`config.mk`:
```
export PLATFORM = sky130hd
export DESIGN_NAME = spwm_table_reader
export DESIGN_NICKNAME = d
export VERILOG_FILES = /design/src/rtl/spwm_table_reader.sv
export SDC_FILE = /design/constraint.sdc
export NUM_CORES = 1
export LEC_CHECK = 0
export CORE_ASPECT_RATIO = 0.9
export CORE_MARGIN = 3
export CORE_UTILIZATION = 65
export DETAILED_ROUTE_END_ITERATION = 6
export PLACE_DENSITY = 0.87
export SYNTH_ARGS = -nofsm -noshare
export SYNTH_HDL_FRONTEND = slang
export SYNTH_SLANG_ARGS = --single-unit
```
`constraint.sdc`:
```
create_clock -name clk -period 14 [get_ports clk]
set_input_delay 2.8 -clock clk [delete_from_list [all_inputs] [get_ports clk]]
set_output_delay 2.8 -clock clk [all_outputs]
set_load 0.005 [all_outputs]
```
`src/rtl/spwm_table_reader.sv`:
```
// -----------------------------------------------------------------------------
// spwm_table_reader
//   Sinusoidal PWM generator fed by the 2048x32 sine-table RAM. A DDS phase
//   accumulator, stepped once per carrier period, indexes the table. Each
//   fetched amplitude is scaled to a compare value, double-buffered
//   (shadow -> active at the carrier wrap), and compared against the carrier
//   counter to drive the PWM pair.
//
//   Build option: define SPWM_DEADTIME_EN to derive pwm_out / pwm_out_n
//   through a dead-band counter of DEADTIME cycles. When it is undefined,
//   pwm_out_n is simply enable & ~pwm_out.
//
// Ports
//   clk, reset_n     system clock, asynchronous active-low reset
//   enable           run when high, synchronous stop when low
//   sync_clr         synchronous phase-accumulator clear
//   freq_word        phase increment per carrier period
//   carrier_period   carrier length in clk cycles (values below 4 act as 4)
//   ram_address      table address (top 11 phase bits)
//   ram_chipselect   read strobe, one cycle per fetch
//   ram_clken        RAM clock enable, tied high
//   ram_readdata     table data, [15:0] = unsigned amplitude
//   sample           last captured amplitude
//   sample_valid     one-cycle pulse when sample updates
//   pwm_out          PWM output
//   pwm_out_n        complementary PWM output
// -----------------------------------------------------------------------------
module spwm_table_reader #(
  parameter int PHASE_W  = 32,
  parameter int CNT_W    = 16,
  parameter int DEADTIME = 8
) (
  input  logic               clk,
  input  logic               reset_n,
  input  logic               enable,
  input  logic               sync_clr,
  input  logic [PHASE_W-1:0] freq_word,
  input  logic [CNT_W-1:0]   carrier_period,
  output logic [10:0]        ram_address,
  output logic               ram_chipselect,
  output logic               ram_clken,
  input  logic [31:0]        ram_readdata,
  output logic [15:0]        sample,
  output logic               sample_valid,
  output logic               pwm_out,
  output logic               pwm_out_n
);

  typedef enum logic [1:0] {
    IDLE      = 2'd0,
    WAIT_WRAP = 2'd1,
    FETCH     = 2'd2,
    CAPTURE   = 2'd3
  } state_e;

  localparam logic [CNT_W-1:0] MIN_PERIOD = CNT_W'(4);
  localparam logic [CNT_W-1:0] ONE        = CNT_W'(1);

  state_e             state_q, state_d;
  logic [CNT_W-1:0]   cnt_q, cnt_d;
  logic [CNT_W-1:0]   period_q, period_d;
  logic [CNT_W-1:0]   cmp_shadow_q, cmp_shadow_d;
  logic [CNT_W-1:0]   cmp_act_q, cmp_act_d;
  logic [PHASE_W-1:0] phase_q, phase_d;
  logic [10:0]        addr_q, addr_d;
  logic [15:0]        sample_q, sample_d;
  logic               sample_valid_q, sample_valid_d;

  logic [CNT_W-1:0]   period_req;
  logic [15+CNT_W:0]  prod;
  logic               running, start, wrap, fetch, capture;
  logic               unused_rd_hi;

  // Only the low half of the table word carries amplitude.
  assign unused_rd_hi = ^ram_readdata[31:16];

  // The fetch/capture sequence needs 3 cycles after a wrap, so the carrier
  // is never shorter than 4.
  assign period_req = (carrier_period < MIN_PERIOD) ? MIN_PERIOD : carrier_period;

  assign running = enable & (state_q != IDLE);
  assign start   = enable & (state_q == IDLE);
  assign wrap    = running & (cnt_q == period_q - ONE);
  assign fetch   = (state_q == FETCH);
  assign capture = enable & (state_q == CAPTURE);

  // amplitude * period >> 16: full-scale 0xFFFF still lands below the period,
  // so the output can never be stuck high.
  assign prod = {{CNT_W{1'b0}}, ram_readdata[15:0]} * {16'd0, period_q};

  // RAM side: address is driven from the live phase during FETCH and held
  // afterwards so the bus stays quiet between fetches.
  assign ram_address    = fetch ? phase_q[PHASE_W-1 -: 11] : addr_q;
  assign ram_chipselect = fetch;
  assign ram_clken      = 1'b1;
  assign sample         = sample_q;
  assign sample_valid   = sample_valid_q;

  // ---------------------------------------------------------------- FSM
  always_comb begin
    state_d = state_q;
    if (!enable) begin
      state_d = IDLE;
    end else begin
      case (state_q)
        IDLE:      state_d = FETCH;
        FETCH:     state_d = CAPTURE;
        CAPTURE:   state_d = WAIT_WRAP;
        WAIT_WRAP: if (wrap) state_d = FETCH;
        default:   state_d = IDLE;
      endcase
    end
  end

  // ----------------------------------------------------------- datapath
  always_comb begin
    cnt_d          = '0;
    period_d       = period_q;
    phase_d        = phase_q;
    cmp_shadow_d   = cmp_shadow_q;
    cmp_act_d      = cmp_act_q;
    sample_d       = sample_q;
    sample_valid_d = 1'b0;
    addr_d         = ram_address;

    // Counter sits at 0 in IDLE, so the FETCH cycle after start is count 0.
    if (running && !wrap) cnt_d = cnt_q + ONE;

    // New period length only takes hold at a period boundary.
    if (start || wrap) period_d = period_req;

    // Clear wins over a coincident wrap.
    if (sync_clr)  phase_d = '0;
    else if (wrap) phase_d = phase_q + freq_word;

    // Compare values are flushed on stop so a restart begins with a
    // silent first period.
    if (!enable) begin
      cmp_shadow_d = '0;
      cmp_act_d    = '0;
    end else begin
      if (capture) cmp_shadow_d = prod[16 +: CNT_W];
      if (wrap)    cmp_act_d    = cmp_shadow_q;
    end

    if (capture) begin
      sample_d       = ram_readdata[15:0];
      sample_valid_d = 1'b1;
    end
  end

  always_ff @(posedge clk or negedge reset_n) begin
    if (!reset_n) begin
      state_q        <= IDLE;
      cnt_q          <= '0;
      period_q       <= '0;
      phase_q        <= '0;
      cmp_shadow_q   <= '0;
      cmp_act_q      <= '0;
      addr_q         <= '0;
      sample_q       <= '0;
      sample_valid_q <= 1'b0;
    end else begin
      state_q        <= state_d;
      cnt_q          <= cnt_d;
      period_q       <= period_d;
      phase_q        <= phase_d;
      cmp_shadow_q   <= cmp_shadow_d;
      cmp_act_q      <= cmp_act_d;
      addr_q         <= addr_d;
      sample_q       <= sample_d;
      sample_valid_q <= sample_valid_d;
    end
  end

  // --------------------------------------------------------- PWM output
`ifdef SPWM_DEADTIME_EN
  localparam int DT_W = (DEADTIME < 2) ? 1 : $clog2(DEADTIME + 1);
  localparam logic [DT_W-1:0] DT_LOAD = DT_W'(DEADTIME);

  logic            raw_q, raw_d;
  logic [DT_W-1:0] dt_q, dt_d;
  logic            pwm_q, pwm_d, pwm_n_q, pwm_n_d;
  logic            quiet;

  assign quiet = ~running;

  // dt reloads on every raw edge (and while stopped) and counts down; a side
  // may only drive once the raw level has been stable for DEADTIME cycles.
  always_comb begin
    raw_d = running & (cnt_q < cmp_act_q);
    if (quiet || (raw_d != raw_q)) dt_d = DT_LOAD;
    else if (dt_q != '0)           dt_d = dt_q - DT_W'(1);
    else                           dt_d = dt_q;
    pwm_d   = ~quiet &  raw_d & (dt_d == '0);
    pwm_n_d = ~quiet & ~raw_d & (dt_d == '0);
  end

  always_ff @(posedge clk or negedge reset_n) begin
    if (!reset_n) begin
      raw_q   <= 1'b0;
      dt_q    <= '0;
      pwm_q   <= 1'b0;
      pwm_n_q <= 1'b0;
    end else begin
      raw_q   <= raw_d;
      dt_q    <= dt_d;
      pwm_q   <= pwm_d;
      pwm_n_q <= pwm_n_d;
    end
  end

  assign pwm_out   = pwm_q;
  assign pwm_out_n = pwm_n_q;
`else
  logic pwm_q, pwm_d;

  assign pwm_d = enable & (cnt_q < cmp_act_q);

  always_ff @(posedge clk or negedge reset_n) begin
    if (!reset_n) pwm_q <= 1'b0;
    else          pwm_q <= pwm_d;
  end

  assign pwm_out   = pwm_q;
  assign pwm_out_n = enable & ~pwm_q;
`endif

endmodule

```
**After elaboration in Yosys (flattened, before gate mapping)**

Cells that the tools add are included.

- Output and inout bits: 32
- Latch bits: 0
- Bits of input ports: 84
- Logic and storage cells: 49
- Bits in read-only memories: 0
- Bits in writable memories: 0
- Bits in registers: 127
- Memories kept: 0

- Shift operators: 0
- Equality and inequality tests: 7
- Bitwise gates (word level): 7
- Add/sub/neg operators: 3
- Reductions and logical operators: 6
- Multiply operators: 1
- Div/mod/pow operators: 0
- $lt $le $gt $ge: 2
- Muxes and demuxes: 13

Operators by type and width:

| cell | count |
|---|---|
| 16-bit 2-to-1 mux | 6 |
| 32-bit 2-to-1 mux | 2 |
| 32-bit adder | 1 |
| 16-bit by 16-bit multiplier with 32-bit output | 1 |
| 16-bit by 1-bit adder with 16-bit output, second input constant | 1 |
| 16-bit == test | 1 |
| 16-bit < comparator | 1 |
| 16-bit by 3-bit < comparator with 1-bit output, second input constant | 1 |
| 16-bit by 1-bit subtractor with 16-bit output, second input constant | 1 |
| 11-bit 2-to-1 mux | 1 |
| 2-bit one-hot mux with 4 select lines | 1 |
| 1-bit bitwise AND | 6 |
| 2-bit == test, second input constant | 2 |
| 2-bit 2-to-1 mux | 2 |
| 2-bit by 1-bit inequality test with 1-bit output, second input constant | 2 |
| 2-bit nonzero test | 2 |
| 3-bit inequality test, second input constant | 1 |
| 2-bit by 1-bit == test with 1-bit output, second input constant | 1 |
| 2-bit logical NOT | 1 |
| 1-bit logical AND | 1 |
| 1-bit logical NOT | 1 |
| 1-bit logical OR | 1 |
| 1-bit 2-to-1 mux | 1 |
| 1-bit inverter | 1 |

**Longest topological paths before layout**

Gate-level depths: netlist of run 1.

- Word-level depth: 6
- Gate-level depth with buffers: 25

**Least setup slack after synthesis of run 1**

Ideal clock, no wire load.

- Path type: input port to flip-flop
- Start: input ram_readdata[13]
- End: register cmp_shadow_q[15]
- Stages: 22
- Library setup time: 130 ps
- Required time: 13870 ps
- Slack: 5256 ps
- Data arrival time: 8613 ps
- Cells stage by stage: clkbuf_1 > clkbuf_1 > nand2_1 > fa_1 > fa_1 > inv_1 > fa_1 > fa_1 > fa_1 > inv_1 > fa_1 > inv_1 > ha_1 > a21o_1 > a21o_1 > a21oi_1 > a41oi_1 > or3_1 > a211o_1 > o31a_1 > xnor2_1 > o21ai_0

- Cells in the longest elaborated chain, start to end: 3

RTL lines:

| item | line | RTL |
|---|---|---|
| start: declaration | 42 | `input logic [31:0] ram_readdata,` |
| 16-bit by 16-bit multiplier with 32-bit output | 89 | `assign prod = {{CNT_W{1'b0}}, ram_readdata[15:0]} * {16'd0, period_q};` |
| 16-bit 2-to-1 mux | 142 | `if (capture) cmp_shadow_d = prod[16 +: CNT_W];` |
| 16-bit 2-to-1 mux | 138 | `if (!enable) begin` |
| end signal: assignment | 168 | `cmp_shadow_q <= cmp_shadow_d;` |
| end: declaration | 62 | `logic [CNT_W-1:0] cmp_shadow_q, cmp_shadow_d;` |

Every way passes these cells. The select of a mux whose other input is x is not followed.
A chain may end at the register's enable or synchronous reset.

**Worst setup path in the final report of run 1**

- Start: input ram_readdata[6]
- End: register cmp_shadow_q[15]

Same word-level chain as after synthesis.

==> results of run 1 <==
==> worst paths after layout <==
check	endpoint	slack [ns]	cells after the start
setup / recovery	cmp_shadow_q[15]	4.27	22
hold / removal	sample[8]	0.47	2
setup reg to reg	cmp_shadow_q[15]	6.80	21
min in group asynchronous	phase_q[3]	2.42	1
max in group asynchronous	cmp_shadow_q[14]	10.20	2
hold reg to reg	sample[8]	0.47	2
==> worst register-to-register path: stages, from the launching register on <==
cell and delay [ns]:
dfrtp_1 1.06, nand2_1 0.20, fa_1 0.58, inv_1 0.05
fa_1 0.51, inv_1 0.06, fa_1 0.53, inv_1 0.05
fa_1 0.45, fa_1 0.49, inv_1 0.05, fa_1 0.52
inv_1 0.04, ha_1 0.34, and4_1 0.24, a22oi_1 0.24
a41oi_1 0.29, or3_1 0.48, a211o_1 0.34, o31a_1 0.28
xnor2_1 0.17, o21ai_0 0.09
==> Yosys cell counts, types with 6 or more instances <==
cell and n:
nand4_1 10, o211ai_1 7, ha_1 149, nor3_1 15, nand2_1 258, a21oi_1 61
nor4_1 10, and2_1 114, dfrtp_1 127, nand3_1 47, and3_1 7, xnor2_1 37
buf_1 6, mux2i_1 13, fa_1 194, mux2_2 24, o31ai_1 6, a21o_1 25
a211oi_1 8, xor2_1 36, clkbuf_1 66, inv_1 278, o21bai_1 10, nand2b_1 9
a31oi_1 12, o21ai_0 71, nor2_1 83, nor2b_1 9
==> logic make-up after synthesis <==
group / Yosys count
multiplexers: 37
AO/OA/AOI/OAI: 225
AND/OR/NAND/NOR: 593
other: 1
flip-flops: 127
adder cells (fa/ha/maj): 343
XOR/XNOR: 73
buffers and inverters: 359
==> metrics by stage <==
stage | util | hold WS [ns] | area, um2 | worst slack (ns) | cells
finish | 0.735 | 0.472 | 17300 | 4.27 | 2121
global route | 0.735 | 0.495 | 17300 | 4.01 | 2121
CTS | 0.735 | 0.477 | 17300 | 4.35 | 2121
detailed placement | 0.711 | 0.463 | 16700 | 3.98 | 2092
global placement | 0.711 | 0.460 | 16700 | 4.08 | 2092
floorplan | - | 0.449 | 15600 | 5.26 | 1758
==> cell type report <==
class	instances	area, um2	area share
multi-input combinational	1272	11000	0.639
sequential	127	3180	0.184
timing repair buffer	112	1080	0.0628
inverter	279	1050	0.0607
clock buffer	23	488	0.0283
tap	302	378	0.0219
clock inverter	6	60.1	0.00348
==> layer usage <==
| layer | up-vias | wire (um) | track usage |
|---|---|---|---|
| li1 | 5687 | - | - |
| met1 | 6210 | 15100 | 0.395 |
| met2 | 571 | 18400 | 0.518 |
| met3 | 112 | 3240 | 0.0553 |
| met4 | 0 | 1330 | 0.118 |
| met5 | - | 0 | 0 |
==> state kept, by name, indices dropped and copies added (netlist names) <==
| name | cells |
|---|---|
| addr_q | 11 |
| cmp_act_q | 16 |
| cmp_shadow_q | 16 |
| cnt_q | 16 |
| period_q | 16 |
| phase_q | 32 |
| pwm_out | 1 |
| sample | 16 |
| sample_valid | 1 |
| state_q | 2 |
==> impl_metrics.json, run 1 <==
{
  "outcome": "finished, final reports clean",
  "holdCritStartpoint": "sample[8]",
  "place.port_buffers": 98,
  "first_iter_violations": 1036,
  "cts_num_sinks": 127,
  "drive_above_1_share": 0.0407,
  "hold_violations": 0,
  "finish.net_count": 2236,
  "number_of_enable_flip_flop_cells_after_synthesis": 0,
  "layout_area_overhead_pct": 10.8,
  "die_width_um": 169,
  "overflow_left_after_global_routing": 0,
  "drt-pass1-iter-count": 6,
  "final-setup-viol-count": 0,
  "drc_errors": 0,
  "synth_top_area_share": 0.250,
  "mean_routed_wirelength_per_cell_um": 17.9,
  "post_cts_resize_count": 0,
  "initial_utilization": 0.663,
  "cpLargestDelayFamily": "adder cells",
  "yosys.area_share.xor_xnor": 0.0411,
  "max_cap_violations": 0,
  "synthesis.yosys.warnings": 0,
  "insertion_delay_ns": 0.42,
  "fin_skew_ns": 0.00502,
  "post_synth_inst_count": 1758,
  "gpl.final_weighted_congestion": 0.913,
  "synthesis.area_um2": 15600,
  "synth_compound_gate_area_share": 0.0880,
  "vias_per_cell": 5.93,
  "route.antenna.remaining_nets": 0,
  "syn-num-nets": 2185,
  "boundaryPins": 116,
  "async_flop_share": 1.00,
  "ys_seq_area_frac": 0.204,
  "chipHeight_um": 153,
  "setup_tns_ns": 0,
  "yosysTopAreaCell": "fa_1",
  "ys_ff_latch": 127,
  "min-delay-path-class": "reg -> reg",
  "slew_violations": 0,
  "path_buf_inv": 5,
  "grt_antenna_before_repair": 0,
  "achievable-frequency_mhz": 103,
  "share_of_synthesized_cell_area_in_full_adder_half_adder_and_majority_cells": 0.369,
  "hpwlAfterDp_mm": 27.7,
  "cts-buffers-inserted": 17,
  "final_period_minus_worst_setup_slack_ns": 9.73,
  "crit_slowest_cell": "clkdlybuf4s50_1",
  "min_period_over_period": 0.695,
  "core_region_area_um2": 23500,
  "sequence_of_cells_on_the_critical_path": "clkdlybuf4s50_1 -> and2_1 -> fa_1 -> inv_1 -> fa_1 -> fa_1 -> fa_1 -> inv_1 -> fa_1 -> inv_1 -> fa_1 -> inv_1 -> ha_1 -> a21oi_1 -> o21ai_0 -> a22oi_1 -> a41oi_1 -> or3_1 -> a211o_1 -> o31a_1 -> xnor2_1 -> o21ai_0",
  "unique_cell_type_count_in_the_yosys_netlist": 66,
  "critical_path_required_ns": 14.29,
  "grt_pass1_vias": 13375,
  "antenna-diode-count": 0,
  "num-fill-cells": 1613,
  "fp-row-count": 53,
  "path_max_fanout": 17,
  "route.final.wire_length_mm": 38.0,
  "max_slew.worst_pin.slew_ns": 1.20,
  "combinational_family_with_the_most_area_after_synthesis": "adder cells",
  "worst_ep_arrival_time_ns": 10.02,
  "yosys-top-cells-area": "fa_1, dfrtp_1, ha_1, inv_1, nand2_1",
  "vias": 12580,
  "slowest_delay_ns": 0.99,
  "track_usage": 0.306,
  "crit_path_start_kind": "primary input",
  "timing.critical_path.from": "ram_readdata[6]",
  "critPathCaptureType": "register",
  "postSynthAreaPerCell_um2": 8.85,
  "rsz0062_at_grt": "false",
  "grt_start_max_net_pins": 93,
  "htree_num_levels": 4,
  "most_used_cells_in_the_layout_excluding_fill_and_tap_cells": "inv_1, nand2_1, fa_1",
  "cts_hold_buffers": 0,
  "slew_headroom": 0.198,
  "most_common_library_cell_in_the_layout_ignoring_fill_and_taps": "inv_1",
  "timing.rr.start": "period_q[7]",
  "ys_dominant_reg_cell": "dfrtp_1",
  "cell_at_the_root_of_the_clock_tree": "clkbuf_16",
  "clock_path_buffers": 2,
  "tritoncts": "yes",
  "cp_common_cell": "fa_1",
  "dieArea_um2": 25800,
  "post_cts_setup_inserts": 0,
  "clkSlewWorstSetupHoldPaths_ns": 0.06,
  "synth.area.mux_share": 0.0257,
  "global_route_wire_length_before_repair_mm": 64.1,
  "path_class": "in -> reg",
  "synthSimpleGateAreaFrac": 0.183
}
Power of run 1 is not shown: default switching activity piles up to over one toggle a cycle in this logic, so the estimate is an artifact.
==> run 2, diff against run 1 <==
--- a/config.mk
+++ b/config.mk
@@ -7,9 +7,9 @@
 export LEC_CHECK = 0
 export CORE_ASPECT_RATIO = 0.9
 export CORE_MARGIN = 3
-export CORE_UTILIZATION = 65
+export CORE_UTILIZATION = 61
 export DETAILED_ROUTE_END_ITERATION = 6
-export PLACE_DENSITY = 0.87
+export PLACE_DENSITY = 0.83
 export SYNTH_ARGS = -nofsm -noshare
 export SYNTH_HDL_FRONTEND = slang
 export SYNTH_SLANG_ARGS = --single-unit
==> constraint.sdc (replaced) <==
create_clock -name clk -period 10.2 [get_ports clk]
set_input_delay 2.04 -clock clk [delete_from_list [all_inputs] [get_ports clk]]
set_output_delay 2.04 -clock clk [all_outputs]
set_load 0.005 [all_outputs]
==> run 2 against run 1 <==
Effect of this change:
- worst hold slack gained 0.013 ns
- sequential share of layout area decreased by 0.12 points
- setup slack worse by 2.9 ns
- highest routed layer unchanged
==> impl_metrics.json, run 2 (synthesis gave the netlist of run 1 again) <==
{
  "fp-row-count": 54,
  "die_width_um": 174,
  "insertion_delay_ns": 0.43,
  "slew_headroom": 0.160,
  "core_region_area_um2": 24700,
  "first_iter_violations": 960,
  "track_usage": 0.293,
  "min-delay-path-class": "reg -> reg",
  "min_period_over_period": 0.870,
  "sequential_cell_area_um2": 3180,
  "most_used_cells_in_the_layout_excluding_fill_and_tap_cells": "inv_1, nand2_1, fa_1",
  "path_max_fanout": 17,
  "gpl.final_weighted_congestion": 0.871,
  "cts_hold_buffers": 0,
  "drt-pass1-iter-count": 5,
  "vias_per_cell": 5.77,
  "htree_num_levels": 4,
  "boundaryPins": 116,
  "antenna-diode-count": 0,
  "max_cap_violations": 0,
  "most_common_library_cell_in_the_layout_ignoring_fill_and_taps": "inv_1",
  "num-fill-cells": 1793,
  "chipHeight_um": 158,
  "clock_path_buffers": 2,
  "outcome": "finished, final reports clean",
  "drive_above_1_share": 0.0455,
  "largest_register_ffs": 32,
  "place.port_buffers": 98,
  "global_route_wire_length_before_repair_mm": 64.5,
  "cell_at_the_root_of_the_clock_tree": "clkbuf_16",
  "rr_worst_depth": 20,
  "hold_violations": 0,
  "final_period_minus_worst_setup_slack_ns": 8.87,
  "multi_input_area_um2": 11000,
  "overflow_left_after_global_routing": 0,
  "finish.net_count": 2240,
  "grt_start_max_net_pins": 93,
  "layout_area_overhead_pct": 11.6,
  "achievable-frequency_mhz": 113,
  "endpoint": "cmp_shadow_q[15]",
  "drc_errors": 0,
  "grt_antenna_before_repair": 1,
  "slew_violations": 0,
  "mean_routed_wirelength_per_cell_um": 17.9,
  "crit_path_start_kind": "primary input",
  "setup_tns_ns": 0,
  "largest_register": "phase_q",
  "post_cts_setup_inserts": 0,
  "tritoncts": "yes",
  "hpwlAfterDp_mm": 28.1,
  "path_class": "in -> reg",
  "cts-buffers-inserted": 17,
  "rsz0062_at_grt": "false",
  "post_cts_resize_count": 0,
  "critPathCaptureType": "register",
  "timing.critical_path.from": "ram_readdata[5]",
  "cts_num_sinks": 127,
  "fin_skew_ns": 0.0104,
  "vias": 12469,
  "route.final.wire_length_mm": 38.6,
  "route.antenna.remaining_nets": 0,
  "worst_ep_arrival_time_ns": 9.18,
  "rrSetupSlack_ns": 3.07,
  "grt_pass1_vias": 13043,
  "max_slew.worst_pin.slew_ns": 1.26,
  "timing.rr.end": "cmp_shadow_q[15]",
  "critical_path_required_ns": 10.51,
  "initial_utilization": 0.631,
  "dieArea_um2": 27500,
  "timing.rr.start": "period_q[7]",
  "clkSlewWorstSetupHoldPaths_ns": 0.07,
  "final-setup-viol-count": 0
}
[run 2: cell count changes in the layout (fill, tap and decap cells not counted), sizes merged]
cell,delta
bufinv,-1
buf,+4
clkinvlp,-1
clkinv,+1
clkbuf,-6
inv,+10
[run 2: final cells by class]
class,count,share of cell area
clock buffers,17,0.0245
inverters,279,0.0603
multi-input cells,1272,0.635
flip-flops and latches,127,0.183
repair buffers,116,0.0641
clock inverters,15,0.00923
well taps,336,0.0242
[run 2: stage by stage]
step	util	instance area [um2]	hold slack [ns]	worst slack [ns]	cells
after floorplan	-	15600	0.449	2.22	1758
after global placement	0.680	16800	0.459	1.03	2130
after detailed placement	0.680	16800	0.463	0.964	2130
after CTS	0.704	17400	0.486	1.42	2162
after global routing	0.704	17400	0.503	1.15	2162
final	0.704	17400	0.485	1.33	2162
[run 2: worst min path at each step]
| stage | start | end | slack (ns) | depth (start not counted) |
|---|---|---|---|---|
| 2_1_floorplan | cmp_shadow_q[3] | cmp_shadow_q[3] | 0.45 | 2 |
| 3_3_place_gp | sample[1] | sample[1] | 0.46 | 2 |
| 3_5_place_dp | sample[1] | sample[1] | 0.46 | 2 |
| 4_1_cts | sample[14] | sample[14] | 0.49 | 2 |
| 5_1_grt | sample[6] | sample[6] | 0.50 | 2 |
| 6_report | sample[14] | sample[14] | 0.49 | 2 |
[run 2: worst max-delay path, cell delays in order]
cell and delay (ns):
clkdlybuf4s50_1 0.92, and2_1 0.45, fa_1 0.54, inv_1 0.05, fa_1 0.53, inv_1 0.05
fa_1 0.57, fa_1 0.46, fa_1 0.49, inv_1 0.05, fa_1 0.47, inv_1 0.04
ha_1 0.34, a21o_1 0.19, a21o_1 0.17, a21oi_1 0.22, a41oi_1 0.29, or3_1 0.47
a211o_1 0.32, o31a_1 0.27, xnor2_1 0.15, o21ai_0 0.09
[run 2: routing by layer]
layer  track usage  wire length (um)  vias to the layer above
met3        0.0432              2880                       85
met4        0.0789               785                        0
met5             0                 0                        -
li1              -                 -                     5708
met1         0.392             16300                     6161
met2         0.507             18700                      515
Power of run 2 is left out for the same reason.
==> run 3, diff against run 2 <==
--- a/config.mk
+++ b/config.mk
@@ -5,7 +5,7 @@
 export SDC_FILE = /design/constraint.sdc
 export NUM_CORES = 1
 export LEC_CHECK = 0
-export CORE_ASPECT_RATIO = 0.9
+export CORE_ASPECT_RATIO = 1.1
 export CORE_MARGIN = 3
 export CORE_UTILIZATION = 61
 export DETAILED_ROUTE_END_ITERATION = 6
==> run 3 against run 2 <==
Effect of this change:
- critical path depth did not move
- via count up 0.36%
- sequential cell count is the same
- global-route usage decreased by 0.77 points
- utilization fell by 0.38 points
- clock skew rose by 0.0042 ns
- register-to-register slack about the same
- clock-buffer cell count grew 1
- non-clock buffer count increased by 2
==> impl_metrics.json, run 3 (synthesis gave the netlist of run 1 again) <==
{
  "drc_errors": 0,
  "clock_path_buffers": 2,
  "path_class": "in -> reg",
  "htree_num_levels": 4,
  "critPathCaptureType": "register",
  "dieArea_um2": 27500,
  "grt_pass1_vias": 13265,
  "drt-pass1-iter-count": 6,
  "final-instance-count-excl-fill": 2138,
  "timing.rr.end": "cmp_shadow_q[15]",
  "tritoncts": "yes",
  "finish.net_count": 2242,
  "antenna-diode-count": 0,
  "track_usage": 0.286,
  "max_cap_violations": 0,
  "rsz0062_at_grt": "false",
  "timing.hold.worst_endpoint": "sample[6]",
  "rr_worst_depth": 22,
  "fin_skew_ns": 0.0146,
  "place.port_buffers": 98,
  "route.antenna.remaining_nets": 0,
  "grt_start_max_net_pins": 93,
  "gpl.final_weighted_congestion": 0.876,
  "crit_path_start_kind": "primary input",
  "insertion_delay_ns": 0.43,
  "min-delay-path-class": "reg -> reg",
  "cell_at_the_root_of_the_clock_tree": "clkbuf_16",
  "chipHeight_um": 174,
  "final_period_minus_worst_setup_slack_ns": 8.81,
  "outcome": "finished, final reports clean",
  "core_region_area_um2": 24800,
  "holdCritStartpoint": "sample[6]",
  "cts_hold_buffers": 0,
  "boundaryPins": 116,
  "critical_path_required_ns": 10.50,
  "initial_utilization": 0.628,
  "timing.rr.start": "period_q[8]",
  "cts-buffers-inserted": 17,
  "global_route_wire_length_before_repair_mm": 63.0,
  "final-setup-viol-count": 0,
  "route.final.wire_length_mm": 38.0,
  "slew_headroom": 0.198,
  "layout_area_overhead_pct": 11.5,
  "most_common_library_cell_in_the_layout_ignoring_fill_and_taps": "inv_1",
  "post_place_cells": 2106,
  "min_period_over_period": 0.863,
  "setup_tns_ns": 0,
  "mean_routed_wirelength_per_cell_um": 17.8,
  "vias": 12514,
  "clkSlewWorstSetupHoldPaths_ns": 0.06,
  "fp-row-count": 60,
  "drive_above_1_share": 0.0465,
  "rrSetupSlack_ns": 3.08,
  "post_cts_resize_count": 0,
  "vias_per_cell": 5.85,
  "die_width_um": 158,
  "hold_violations": 0,
  "achievable-frequency_mhz": 114,
  "largest_register_ffs": 32,
  "overflow_left_after_global_routing": 0,
  "hpwlAfterDp_mm": 27.7,
  "worst_ep_arrival_time_ns": 9.11,
  "path_max_fanout": 17,
  "largest_register": "phase_q",
  "grt_antenna_before_repair": 0,
  "first_iter_violations": 1037,
  "max_slew.worst_pin.slew_ns": 1.20,
  "cts_num_sinks": 127,
  "post_cts_setup_inserts": 0,
  "most_used_cells_in_the_layout_excluding_fill_and_tap_cells": "inv_1, nand2_1, fa_1",
  "slew_violations": 0,
  "min_delay_path_depth": 2
}
-- run 3: cell types whose count changed in the layout (fill, tap and decap cells not counted) --
cell / before / now
buf_6: 0 / 1
clkinv_4: 2 / 1
inv_6: 4 / 5
inv_8: 6 / 3
clkbuf_8: 0 / 1
bufinv_16: 0 / 1
buf_4: 19 / 20
clkinvlp_4: 1 / 4
clkinv_8: 2 / 0
-- run 3: metal layers --
layer / vias up / global-route usage / share of wire
li1: 5710 / - / -
met1: 6172 / 0.352 / 0.39
met2: 510 / 0.491 / 0.50
met3: 122 / 0.0584 / 0.078
met4: 0 / 0.110 / 0.035
met5: - / 0 / 0
-- run 3: worst max-delay path by stage --
stage	from	endpoint	slack [ns]	cells past startpoint
after floorplan	ram_readdata[13]	cmp_shadow_q[15]	2.22	22
after global placement	ram_readdata[5]	cmp_shadow_q[15]	1.17	22
after detailed placement	ram_readdata[5]	cmp_shadow_q[15]	0.99	22
after CTS	ram_readdata[5]	cmp_shadow_q[15]	1.42	22
after global routing	ram_readdata[5]	cmp_shadow_q[15]	1.11	22
final	ram_readdata[5]	cmp_shadow_q[15]	1.39	22
-- run 3: metrics by stage --
step                       util  area, um2  hold WS (ns)  setup WS, ns
after CTS                 0.700      17300         0.479          1.42
after global routing      0.700      17300         0.504          1.11
after global placement    0.677      16800         0.458          1.17
after detailed placement  0.677      16800         0.463         0.994
final                     0.700      17300         0.474          1.39
after floorplan               -      15600         0.449          2.22
-- run 3: critical path: stages --
cell             delay, ns
clkdlybuf4s50_1       0.91
and2_1                0.44
fa_1                  0.54
inv_1                 0.06
fa_1                  0.53
inv_1                 0.06
fa_1                  0.50
fa_1                  0.44
fa_1                  0.50
inv_1                 0.05
fa_1                  0.47
inv_1                 0.05
ha_1                  0.35
a21o_1                0.20
a21o_1                0.17
a21oi_1               0.21
a41oi_1               0.26
or3_1                 0.46
a211o_1               0.33
o31a_1                0.27
xnor2_1               0.15
o21ai_0               0.08
-- run 3: area by class of cell --
| class | count | area [um2] |
|---|---|---|
| inverter | 279 | 1050 |
| sequential | 127 | 3180 |
| fill | 1864 | 7430 |
| tap | 310 | 388 |
| clock inverter | 14 | 146 |
| multi-input combinational | 1272 | 11000 |
| timing repair buffer | 118 | 1130 |
| clock buffer | 18 | 439 |
Power of run 3 is left out for the same reason.
